<file path="src/rtl/shift_pkg.sv">
// Shared definitions for the universal shift register.
// Mode encodings select the per-step operation; state_e encodes the burst controller.
package shift_pkg;

  typedef logic [2:0] mode_t;

  localparam mode_t MODE_HOLD = 3'b000;
  localparam mode_t MODE_SHL  = 3'b001;
  localparam mode_t MODE_SHR  = 3'b010;
  localparam mode_t MODE_ROL  = 3'b011;
  localparam mode_t MODE_ROR  = 3'b100;
  localparam mode_t MODE_LOAD = 3'b101;
  localparam mode_t MODE_ASR  = 3'b110;
  // 3'b111 is reserved and behaves as HOLD.

  typedef enum logic {
    ST_IDLE  = 1'b0,
    ST_BURST = 1'b1
  } state_e;

endpackage

</file>
<file path="src/rtl/universal_shift_register_if.sv">
// Control and data bundle for universal_shift_register.
//   enable : step qualifier          mode  : operation select
//   I      : serial fill bit         D     : parallel load data
//   start  : launch a burst          count : burst step count (0..N)
//   Q      : register contents       so    : registered shift-out bit
//   busy   : burst in progress       done  : one-cycle burst completion pulse
// master drives the controls; slave is the shift register itself.
interface universal_shift_register_if #(
  parameter int unsigned N  = 8,
  parameter int unsigned CW = $clog2(N + 1)
);
  import shift_pkg::*;

  logic          enable;
  mode_t         mode;
  logic          I;
  logic [N-1:0]  D;
  logic          start;
  logic [CW-1:0] count;
  logic [N-1:0]  Q;
  logic          so;
  logic          busy;
  logic          done;

  modport master (
    output enable, mode, I, D, start, count,
    input  Q, so, busy, done
  );

  modport slave (
    input  enable, mode, I, D, start, count,
    output Q, so, busy, done
  );

endinterface

</file>
<file path="src/rtl/shift_step.sv">
// Purely combinational single-step function of the shift register.
//   q_i, mode_i, ser_i, d_i : current contents, operation, serial fill bit, load data
//   q_o                     : contents after one step
//   so_o, so_valid_o        : bit shifted/rotated out and whether it updates so
module shift_step
  import shift_pkg::*;
#(
  parameter int unsigned N = 8
) (
  input  logic [N-1:0] q_i,
  input  mode_t        mode_i,
  input  logic         ser_i,
  input  logic [N-1:0] d_i,
  output logic [N-1:0] q_o,
  output logic         so_o,
  output logic         so_valid_o
);

  always_comb begin
    q_o        = q_i;
    so_o       = 1'b0;
    so_valid_o = 1'b0;
    case (mode_i)
      MODE_SHL: begin
        q_o        = {q_i[N-2:0], ser_i};
        so_o       = q_i[N-1];
        so_valid_o = 1'b1;
      end
      MODE_SHR: begin
        q_o        = {ser_i, q_i[N-1:1]};
        so_o       = q_i[0];
        so_valid_o = 1'b1;
      end
      MODE_ROL: begin
        q_o        = {q_i[N-2:0], q_i[N-1]};
        so_o       = q_i[N-1];
        so_valid_o = 1'b1;
      end
      MODE_ROR: begin
        q_o        = {q_i[0], q_i[N-1:1]};
        so_o       = q_i[0];
        so_valid_o = 1'b1;
      end
      MODE_ASR: begin
        q_o        = {q_i[N-1], q_i[N-1:1]};
        so_o       = q_i[0];
        so_valid_o = 1'b1;
      end
      MODE_LOAD: begin
        q_o = d_i;
      end
      default: ;  // HOLD and reserved leave Q and so untouched
    endcase
  end

endmodule

</file>
<file path="src/rtl/universal_shift_register.sv">
// N-bit universal shift register with an autonomous burst controller.
//   clk, reset : rising-edge clock, synchronous active-high reset
//   bus        : slave side of universal_shift_register_if (controls in, Q/so/busy/done out)
// In IDLE each enabled clock performs one step of bus.mode. A start with a non-zero count
// latches mode and count and runs that many enabled steps in BURST, then pulses done.
module universal_shift_register
  import shift_pkg::*;
#(
  parameter int unsigned N  = 8,
  parameter int unsigned CW = $clog2(N + 1)
) (
  input  logic                         clk,
  input  logic                         reset,
  universal_shift_register_if.slave    bus
);

  state_e        state_q, state_d;
  mode_t         mode_q, mode_d;
  logic [CW-1:0] remaining_q, remaining_d;
  logic [N-1:0]  q_q, q_d;
  logic          so_q, so_d;
  logic          done_q, done_d;

  mode_t         step_mode;
  logic [N-1:0]  step_q;
  logic          step_so;
  logic          step_so_valid;
  logic          do_step;

  // During a burst the latched mode drives the step, never the live input.
  assign step_mode = (state_q == ST_BURST) ? mode_q : bus.mode;

  shift_step #(
    .N (N)
  ) u_shift_step (
    .q_i        (q_q),
    .mode_i     (step_mode),
    .ser_i      (bus.I),
    .d_i        (bus.D),
    .q_o        (step_q),
    .so_o       (step_so),
    .so_valid_o (step_so_valid)
  );

  always_comb begin
    state_d     = state_q;
    mode_d      = mode_q;
    remaining_d = remaining_q;
    done_d      = 1'b0;
    do_step     = 1'b0;

    unique case (state_q)
      ST_IDLE: begin
        // start wins over single-stepping and ignores enable
        if (bus.start) begin
          if (bus.count != '0) begin
            mode_d      = bus.mode;
            remaining_d = bus.count;
            state_d     = ST_BURST;
          end else begin
            done_d = 1'b1;
          end
        end else if (bus.enable) begin
          do_step = 1'b1;
        end
      end
      ST_BURST: begin
        if (bus.enable) begin
          do_step     = 1'b1;
          remaining_d = remaining_q - CW'(1);
          if (remaining_q == CW'(1)) begin
            state_d = ST_IDLE;
            done_d  = 1'b1;
          end
        end
      end
      default: state_d = ST_IDLE;
    endcase

    q_d  = q_q;
    so_d = so_q;
    if (do_step) begin
      q_d = step_q;
      if (step_so_valid) begin
        so_d = step_so;
      end
    end
  end

  always_ff @(posedge clk) begin
    if (reset) begin
      state_q     <= ST_IDLE;
      mode_q      <= MODE_HOLD;
      remaining_q <= '0;
      q_q         <= '0;
      so_q        <= 1'b0;
      done_q      <= 1'b0;
    end else begin
      state_q     <= state_d;
      mode_q      <= mode_d;
      remaining_q <= remaining_d;
      q_q         <= q_d;
      so_q        <= so_d;
      done_q      <= done_d;
    end
  end

  assign bus.Q    = q_q;
  assign bus.so   = so_q;
  assign bus.busy = (state_q == ST_BURST);
  assign bus.done = done_q;

endmodule

</file>
<file path="src/flat_wrapper.sv">
// flat-port wrapper written by rule: the top's interface ports become plain ports
module universal_shift_register_flat import shift_pkg::*;
#(
  parameter int unsigned N  = 8,
  parameter int unsigned CW = $clog2(N + 1)
)
  (clk, reset, bus_enable, bus_mode, bus_I, bus_D, bus_start, bus_count, bus_Q, bus_so, bus_busy, bus_done);
  universal_shift_register_if #(.N(N), .CW(CW)) bus_i ();
  input  logic clk;
  input  logic reset;
  input wire logic [$bits(bus_i.enable)-1:0] bus_enable;
  input wire logic [$bits(bus_i.mode)-1:0] bus_mode;
  input wire logic [$bits(bus_i.I)-1:0] bus_I;
  input wire logic [$bits(bus_i.D)-1:0] bus_D;
  input wire logic [$bits(bus_i.start)-1:0] bus_start;
  input wire logic [$bits(bus_i.count)-1:0] bus_count;
  output wire logic [$bits(bus_i.Q)-1:0] bus_Q;
  output wire logic [$bits(bus_i.so)-1:0] bus_so;
  output wire logic [$bits(bus_i.busy)-1:0] bus_busy;
  output wire logic [$bits(bus_i.done)-1:0] bus_done;
  assign bus_i.enable = bus_enable;
  assign bus_i.mode = bus_mode;
  assign bus_i.I = bus_I;
  assign bus_i.D = bus_D;
  assign bus_i.start = bus_start;
  assign bus_i.count = bus_count;
  assign bus_Q = bus_i.Q;
  assign bus_so = bus_i.so;
  assign bus_busy = bus_i.busy;
  assign bus_done = bus_i.done;
  universal_shift_register #(.N(N), .CW(CW)) u_core (.clk(clk), .reset(reset), .bus(bus_i));
endmodule
</file>
<file path="config.mk">
export PLATFORM = sky130hd
export DESIGN_NAME = universal_shift_register_flat
export DESIGN_NICKNAME = d
export VERILOG_FILES = /design/src/rtl/shift_pkg.sv /design/src/rtl/universal_shift_register_if.sv /design/src/rtl/shift_step.sv /design/src/rtl/universal_shift_register.sv /design/src/flat_wrapper.sv
export SDC_FILE = /design/constraint.sdc
export NUM_CORES = 1
export LEC_CHECK = 0
export ABC_CLOCK_PERIOD_IN_PS = 1600
export BUFFER_PORTS_ARGS = -buffer_cell sky130_fd_sc_hd__buf_4
export CAP_MARGIN = 20
export CORE_ASPECT_RATIO = 0.7
export CORE_UTILIZATION = 40
export DETAILED_ROUTE_END_ITERATION = 10
export PLACE_DENSITY = 0.66
export SYNTH_ARGS = -nofsm -noshare
export SYNTH_HDL_FRONTEND = slang
export SYNTH_SLANG_ARGS = --single-unit
</file>
<file path="constraint.sdc">
create_clock -name clk -period 1.6 [get_ports clk]
set_input_delay 0.08 -clock clk [delete_from_list [all_inputs] [get_ports clk]]
set_output_delay 0.08 -clock clk [all_outputs]
set_load 0.01 [all_outputs]
</file>
==> flow_summary_export.csv, run 1 <==
group,metric,value,unit
run_status,outcome,"complete, but fails checks",
run_status,violations,"negative setup slack",
critical_path,crit_chain,"mux2_4, o311a_4, a21oi_4, a32o_1",
critical_path,rrSetupSlack,-0.08,ns
logic_synthesis,synth-async-reset-ratio,0,%
logic_synthesis,yosysTopAreaCellShare,32.1,%
critical_path,cp_slowest_cell,"o311a_4",
cts,clk_pin_slew,0.07,ns
critical_path,cpLargestDelayFamily,"compound AO/OA/AOI/OAI gates",
placed_design,portBuffers,30,
sta,slew_headroom,79.3,%
grt,grt_usage,22.6,%
logic_synthesis,syn_nets,145,
layout,diodes,0,
cts,clk_path_buf_depth,2,
sta,setup_ws,-0.0790,ns
logic_synthesis,synth_edf_count,0,
floorplanning,die_y,46.3,um
critical_path,crit_path_start_kind,"flip-flop",
routing,vias_per_cell,5.56,
logic_synthesis,syn_area,0.00112,sq mm
cts,worstSkewPairLatency,0.26,ns
logic_synthesis,dominantRegCellSynth,"dfxtp_1",
logic_synthesis,synth_area_per_cell,9.12,sq um
logic_synthesis,yosys_warnings,0,
grt,antenna_found_initial,0,
cts,cts_tree,"yes",
routing,routedWlPerCell,15.5,um
cts,hold_buffers,0,
placed_design,post-place-ws,-0.108,ns
routing,drc_errors,0,
sta,finClkSkew,0.00154,ns
sta,min_period,1.68,ns
routing,first_iter_violations,83,
logic_synthesis,synth_area_leaders,"dfxtp_1, a32o_1, a21oi_1",
logic_synthesis,yosysTopAreaCell,"dfxtp_1",
grt,grt_remaining_overflow,0,
routing,ant_nets,0,
sta,worst_pin_slew,0.304,ns
sta,rsz0062_at_grt,"true",
floorplanning,num_rows,15,
floorplanning,core-area,0.00255,sq mm
floorplanning,ioPinCount,31,
floorplanning,start_util,44.0,%
logic_synthesis,ys_ff_latch,18,
critical_path,crit_required,1.80,ns
grt,grt_pass1_wl,5040,um
critical_path,cpPeakStageDelay,0.43,ns
cts,htree_levels,1,
grt,grt_max_degree,14,
critical_path,worst-path-max-fanout,8,
power_and_ir_drop,vdd_drop_max,465,uV
placed_design,gp_congestion,0.767,
logic_synthesis,synth_cells,123,
critical_path,arrival,1.88,ns
logic_synthesis,yosysMostFrequentCell,"dfxtp_1",
layout,drive_above_1_share,43.2,%
logic_synthesis,synth_cell_type_count,41,
sta,timing.fmax,596,MHz
sta,setup_viol,8,
cts,cts_buffers,3,
placed_design,dpl.hpwl,2320,um
layout,syn_to_final_growth,42.9,%
routing,vias,1128,
worst_hold_path,hold_class,"input pin to flip-flop",
sta,slew_violations,0,
power_and_ir_drop,p_per_area,842,mW/mm^2
logic_synthesis,synth_commonest_cells,"dfxtp_1, nand2_1, a21oi_1, o21ai_0, a32o_1",
routing,totalWireLength,3150,um
grt,grt_pass1_vias,1039,
critical_path,worstSetupStartpoint,"u_core.bus.busy$_SDFF_PP0_",
power_and_ir_drop,power.leakage,0.655,nW
critical_path,path_buf_inv,0,
placed_design,dp_cells,198,
routing,dr.pass1.iters,4,
flow_run,maxCapViolations,0,
sta,finalCritPeriodShare,105,%
logic_synthesis,yosysSeqAreaShare,32.1,%
critical_path,r2r-start,"u_core.bus.busy$_SDFF_PP0_",
critical_path,endpoint_kind,"flip-flop",
layout,nets,193,
floorplanning,die_w,65.3,um
power_and_ir_drop,power,1.35,mW
placed_design,placed_cell_area,0.00151,sq mm
layout,fin_cells,203,
cts,cts_sinks,18,
floorplanning,fp.dieArea,0.00303,sq mm
critical_path,critPathKind,"flip-flop to flip-flop",
layout,design_area,0.00160,sq mm
worst_hold_path,min_from,"bus_mode[0]",
sta,hold_viol,0,
cts,ctsRootBufferMaster,"clkbuf_8",
-- placed cells by master (no fill, tap or decap), types with 2 or more instances in the layout --
master	instances
o21ai_0	7
clkbuf_8	3
o22a_1	6
nand2_1	12
ha_1	2
nand2b_1	4
a21oi_1	10
buf_4	46
inv_1	6
nand3_2	2
nor4_1	2
dfxtp_1	17
a32o_1	7
a21oi_4	2
mux2_4	3
or2_4	4
nor2_1	5
mux2i_1	3
-- cell families after synthesis --
kind of cell	after synthesis	share of synthesized area (%)
AND/OR/NAND/NOR	39	21.0
adder cells (fa/ha/maj)	2	2.23
AO/OA/AOI/OAI	46	31.9
buffers and inverters	9	3.68
flip-flops	18	32.1
multiplexers	9	9.14
-- flip-flops by register name (all words and copies together), names as in the netlist --
name	cells
u_core.bus.Q	8
u_core.bus.busy	1
u_core.bus.done	1
u_core.bus.so	1
u_core.mode_q	3
u_core.remaining_q	4
-- per-stage QoR --
stage	setup TNS (ns)	util (%)	hold WS (ns)
after detailed placement	-0.705	59.3	0.356
after global routing	-0.808	62.8	0.0883
final	-0.493	62.8	0.0829
after floorplan	-0.288	-	0.216
after CTS	-0.344	61.3	0.0775
after global placement	-0.309	59.3	0.349
-- routing by layer --
layer | track usage [%] | routed length (um) | up-vias
li1 | - | - | 567
met1 | 31.6 | 1580 | 530
met2 | 33.2 | 1400 | 27
met3 | 5.69 | 142 | 4
met4 | 9.13 | 38 | 0
met5 | 0 | 0 | -
-- tightest hold or removal path, stage by stage --
cell     delay [ns]
buf_4          0.12
nand2_1        0.05
a21oi_1        0.05
-- layout make-up --
class | instances | area, sq um
Tap cell | 34 | 42.5
Timing Repair Buffer | 46 | 345
Sequential cell | 18 | 364
Clock buffer | 3 | 41.3
Fill cell | 235 | 948
Multi-Input combinational cell | 96 | 788
Inverter | 6 | 22.5
-- what timing repair did --
item                                    in CTS  in global routing
endpoints found under the setup margin      10                 12
gates resized for setup                      2                  6
buffers inserted                             0                  2
pin swaps                                    6                  5
-- worst paths after layout --
kind                                         to  cells after the start
hold / removal    u_core.mode_q[0]$_SDFFE_PP0P_                      3
setup / recovery   u_core.bus.Q[5]$_SDFFE_PP0P_                      4
hold reg to reg   u_core.mode_q[0]$_SDFFE_PP0P_                      2
setup reg to reg   u_core.bus.Q[5]$_SDFFE_PP0P_                      4
-- report_power, final --
group	leakage (nW)	total, mW	internal [mW]	switching [mW]
Combinational	0.485	0.494	0.261	0.233
Clock	0.0216	0.328	0.168	0.161
Sequential	0.148	0.528	0.486	0.0424
Total	0.655	1.35	0.914	0.436
No activity file was read; power rests on OpenSTA's default activity.
==> run 2, diff against run 1 <==
- ABC_CLOCK_PERIOD_IN_PS: 1600 -> not set
- CELL_PAD_IN_SITES_DETAIL_PLACEMENT: not set -> 0
- CELL_PAD_IN_SITES_GLOBAL_PLACEMENT: not set -> 1
- CORE_UTILIZATION: 40 -> 34
- PLACE_DENSITY: 0.66 -> not set
- PLACE_DENSITY_LB_ADDON: not set -> 0.1
==> flow_summary_export.csv, run 2 (synthesis gave the netlist of run 1 again) <==
group,metric,value,unit
routing,ant_nets,0,
sta,finalCritPeriodShare,103,%
placed_design,portBuffers,30,
critical_path,arrival,1.85,ns
layout,drive_above_1_share,40.1,%
layout,utilization,49.8,%
critical_path,cpPeakStageDelay,0.42,ns
routing,drc_errors,2,
cts,cts_buffers,3,
placed_design,gp_congestion,0.795,
grt,grt_max_degree,14,
sta,rsz0062_at_grt,"true",
layout,largest_reg_flops,8,
critical_path,crit_path_start_kind,"flip-flop",
sta,min_period,1.65,ns
routing,vias,1115,
floorplanning,core-area,0.00315,sq mm
layout,syn_to_final_growth,39.8,%
critical_path,crit_required,1.80,ns
layout,diodes,0,
cts,ctsRootBufferMaster,"clkbuf_8",
sta,slew_violations,0,
worst_hold_path,min_path_cells,3,
routing,vias_per_cell,5.44,
sta,timing.fmax,608,MHz
placed_design,post-place-ws,-0.102,ns
critical_path,rrSetupSlack,-0.05,ns
layout,layout_common_cells,"buf_4, dfxtp_1, nand2_1",
layout,design_area,0.00157,sq mm
sta,worst_pin_slew,0.467,ns
floorplanning,fp.dieArea,0.00354,sq mm
layout,fin_cells,205,
cts,cts_sinks,18,
floorplanning,die_w,70.7,um
critical_path,endpoint_kind,"flip-flop",
sta,finClkSkew,0.000840,ns
run_status,violations,"design-rule violations, negative setup slack",
sta,hold_viol,0,
floorplanning,num_rows,17,
grt,grt_remaining_overflow,0,
sta,setup_ws,-0.0452,ns
critical_path,rr_worst_depth,4,
floorplanning,start_util,35.7,%
worst_hold_path,hold_class,"input pin to flip-flop",
layout,nets,190,
grt,grt_usage,18.0,%
floorplanning,ioPinCount,31,
power_and_ir_drop,power,1.38,mW
placed_design,dpl.hpwl,2360,um
flow_run,maxCapViolations,0,
power_and_ir_drop,power.leakage,0.641,nW
power_and_ir_drop,p_per_area,879,mW/mm^2
critical_path,critPathKind,"flip-flop to flip-flop",
grt,grt_pass1_vias,937,
layout,layout_commonest_cell,"buf_4",
sta,setup_viol,8,
critical_path,crit_chain,"mux2_4, o311a_4, a21oi_4, a32o_1",
critical_path,cpLargestDelayFamily,"compound AO/OA/AOI/OAI gates",
critical_path,worst-path-max-fanout,7,
critical_path,cp_slowest_cell,"o311a_4",
cts,cts_tree,"yes",
cts,htree_levels,1,
floorplanning,die_y,50.1,um
routing,first_iter_violations,75,
routing,totalWireLength,3070,um
routing,routedWlPerCell,15.0,um
cts,clk_pin_slew,0.07,ns
placed_design,dp_cells,201,
grt,antenna_found_initial,0,
cts,post_cts_buffers,0,
sta,slew_headroom,68.7,%
power_and_ir_drop,vdd_drop_max,415,uV
cts,hold_buffers,0,
routing,dr.pass1.iters,7,
cts,clk_path_buf_depth,2,
cts,worstSkewPairLatency,0.26,ns
critical_path,path_buf_inv,0,
placed_design,placed_cell_area,0.00151,sq mm
run_status,outcome,"complete, but fails checks",
critical_path,cp_num_cells,4,
grt,grt_pass1_wl,4840,um
run 2: changes by cell type in the layout (fill, tap and decap cells not counted), sizes merged:
cell / before / now
clkbuf: 3 / 4
buf: 46 / 43
run 2: area by class of cell:
class                      instances  area [sq um]
fill                             307          1580
multi-input combinational         96           757
sequential                        18           364
timing repair buffer              43           323
clock buffer                       4          55.1
tap                               38          47.5
inverter                           6          22.5
run 2: worst register-to-register path: cells and delay by family (launching register included):
family / cells / cell delay [ns]
multiplexers: 1 / 0.36
flip-flops: 1 / 0.40
AO/OA/AOI/OAI: 3 / 0.83
run 2: worst paths after layout:
check | from | end
setup / recovery | u_core.bus.busy$_SDFF_PP0_ | u_core.bus.Q[5]$_SDFFE_PP0P_
hold reg to reg | u_core.mode_q[1]$_SDFFE_PP0P_ | u_core.mode_q[1]$_SDFFE_PP0P_
setup reg to reg | u_core.bus.busy$_SDFF_PP0_ | u_core.bus.Q[5]$_SDFFE_PP0P_
hold / removal | bus_mode[1] | u_core.mode_q[1]$_SDFFE_PP0P_
run 2: power breakdown:
group	total, mW	leakage, nW	internal, mW	switching [mW]
registers	0.528	0.148	0.486	0.0421
logic	0.461	0.465	0.245	0.217
clock network	0.390	0.0288	0.219	0.170
run 2: through the flow:
stage	hold WS (ns)	setup TNS, ns
2_1_floorplan	0.216	-0.288
3_3_place_gp	0.356	-0.162
3_5_place_dp	0.360	-0.393
4_1_cts	0.0795	-0.318
5_1_grt	0.0763	-0.886
6_report	0.0800	-0.254
run 2: metal layers:
metal | part of all wire (%) | vias up | routed length [um] | global-route usage, %
met5 | 0 | - | 0 | 0
met4 | 0.33 | 0 | 10 | 3.00
met3 | 5.6 | 2 | 172 | 4.91
met2 | 39 | 28 | 1200 | 23.3
met1 | 55 | 525 | 1690 | 28.9
li1 | - | 560 | - | -
run 2: repair_timing:
action                                  CTS  global route
endpoints found under the setup margin   10            10
pin swaps                                 7             1
resized for setup                         2             0
==> run 3, diff against run 2 <==
- CORE_UTILIZATION: 34 -> 38
- REMOVE_ABC_BUFFERS: not set -> 1
- clock period: 1.6 -> 1.83 ns (I/O delays scaled with it)
==> flow_summary_export.csv, run 3 (synthesis gave the netlist of run 1 again) <==
group,metric,value,unit
placed_design,post-place-ws,0.0117,ns
sta,finalCritPeriodShare,94.5,%
grt,grt_max_degree,16,
sta,worst_pin_slew,0.343,ns
layout,design_area,0.00153,sq mm
layout,utilization,54.5,%
layout,layout_commonest_cell,"buf_4",
placed_design,placed_cell_area,0.00147,sq mm
floorplanning,ioPinCount,31,
critical_path,r2r-start,"u_core.bus.busy$_SDFF_PP0_",
sta,setup_ws,0.101,ns
cts,clk_path_buf_depth,2,
routing,first_iter_violations,87,
power_and_ir_drop,power.leakage,0.631,nW
power_and_ir_drop,p_seq_share,38.9,%
cts,hold_buffers,0,
worst_hold_path,min_from,"bus_mode[1]",
placed_design,dpl.hpwl,2440,um
power_and_ir_drop,p_per_area,777,mW/mm^2
routing,drc_errors,0,
flow_run,maxCapViolations,0,
sta,slew_violations,0,
floorplanning,num_rows,16,
floorplanning,die_w,67.0,um
cts,cts_sinks,18,
sta,slew_headroom,77.0,%
grt,globalRouteMet3Util,5.95,%
layout,fillers,256,
grt,grt_usage,21.0,%
grt,antenna_found_initial,0,
critical_path,crit_required,2.04,ns
critical_path,arrival,1.93,ns
layout,nets,190,
power_and_ir_drop,clock_power_share,28.4,%
cts,cts_tree,"yes",
power_and_ir_drop,switching_power,0.370,mW
critical_path,critPathKind,"flip-flop to flip-flop",
power_and_ir_drop,vdd_drop_max,392,uV
routing,vias,1114,
routing,routedWlPerCell,15.3,um
power_and_ir_drop,internal_power,0.816,mW
critical_path,worstSetupStartpoint,"u_core.bus.busy$_SDFF_PP0_",
routing,totalWireLength,3120,um
grt,use_met2,23.6,%
worst_hold_path,hold_class,"input pin to flip-flop",
cts,clk_pin_slew,0.07,ns
floorplanning,die_y,47.5,um
sta,hold_viol,0,
cts,htree_levels,1,
floorplanning,start_util,40.0,%
routing,vias_per_cell,5.49,
layout,drive_above_1_share,37.7,%
critical_path,worst-path-max-fanout,8,
critical_path,endpoint_kind,"flip-flop",
sta,rsz0062_at_grt,"false",
layout,diodes,0,
routing,ant_nets,0,
sta,fin_tns_setup,0,ns
grt,grt_pass1_wl,4620,um
critical_path,crit_path_start_kind,"flip-flop",
power_and_ir_drop,p_comb_share,32.7,%
sta,min_period,1.73,ns
cts,ctsRootBufferMaster,"clkbuf_8",
sta,timing.fmax,578,MHz
grt,grt.busiest_layer,"met1",
routing,dr.pass1.iters,5,
sta,finClkSkew,0.00206,ns
layout,syn_to_final_growth,36.1,%
layout,layout_common_cells,"buf_4, dfxtp_1, nand2_1",
run_status,outcome,"finished, final reports clean",
floorplanning,core-area,0.00280,sq mm
cts,cts_buffers,3,
layout,largest_reg_flops,8,
cts,worstSkewPairLatency,0.26,ns
floorplanning,fp.dieArea,0.00318,sq mm
grt,grt_remaining_overflow,0,
placed_design,gp_congestion,0.908,
sta,whs,0.0960,ns
grt,grt.met1_usage,35.9,%
placed_design,portBuffers,30,
sta,setup_viol,0,
power_and_ir_drop,swShare,31.2,%
grt,grt_pass1_vias,889,
-- run 3: power by group through the flow --
stage / clock network (mW) / registers (mW) / logic [mW]
final: 0.337 / 0.461 / 0.388
after global routing: 0.377 / 0.467 / 0.423
after CTS: 0.347 / 0.460 / 0.385
after detailed placement: 0 / 0.470 / 0.383
after global placement: 0 / 0.468 / 0.377
after floorplan: 0 / 0.474 / 0.208
-- run 3: layer usage --
layer	vias up	share of wire, %
met2	30	37
li1	562	-
met3	2	5.7
met5	-	0
met4	0	0.26
met1	520	57
-- run 3: stage by stage --
step	std cells	power, mW
floorplan	120	0.682
global placement	199	0.845
detailed placement	199	0.852
CTS	203	1.19
global route	203	1.27
finish	203	1.19
-- run 3: critical path, stage by stage (launching register included) --
cell	delay, ns
dfxtp_2	0.41
mux2_2	0.44
o311a_4	0.36
a21oi_4	0.28
a32o_1	0.17
-- run 3: worst paths after layout --
path	depth (start not counted)	slack, ns	endpoint
max	4	0.10	u_core.bus.Q[2]$_SDFFE_PP0P_
min	3	0.1	u_core.mode_q[1]$_SDFFE_PP0P_
max reg2reg	4	0.10	u_core.bus.Q[2]$_SDFFE_PP0P_
min reg2reg	2	0.51	u_core.mode_q[0]$_SDFFE_PP0P_
-- run 3: cell type report --
| type | instances | area, sq um | area share [%] |
|---|---|---|---|
| inverter | 6 | 22.5 | 1.47 |
| sequential | 18 | 362 | 23.7 |
| timing repair buffer | 43 | 323 | 21.1 |
| clock buffer | 4 | 55.1 | 3.60 |
| multi-input combinational | 96 | 721 | 47.2 |
| tap | 36 | 45.0 | 2.95 |
-- run 3: repair_timing --
| action | in CTS | in global routing |
|---|---|---|
| setup endpoints to repair | 0 | 8 |
| setup buffers | 0 | 0 |
| resized for setup | 0 | 1 |
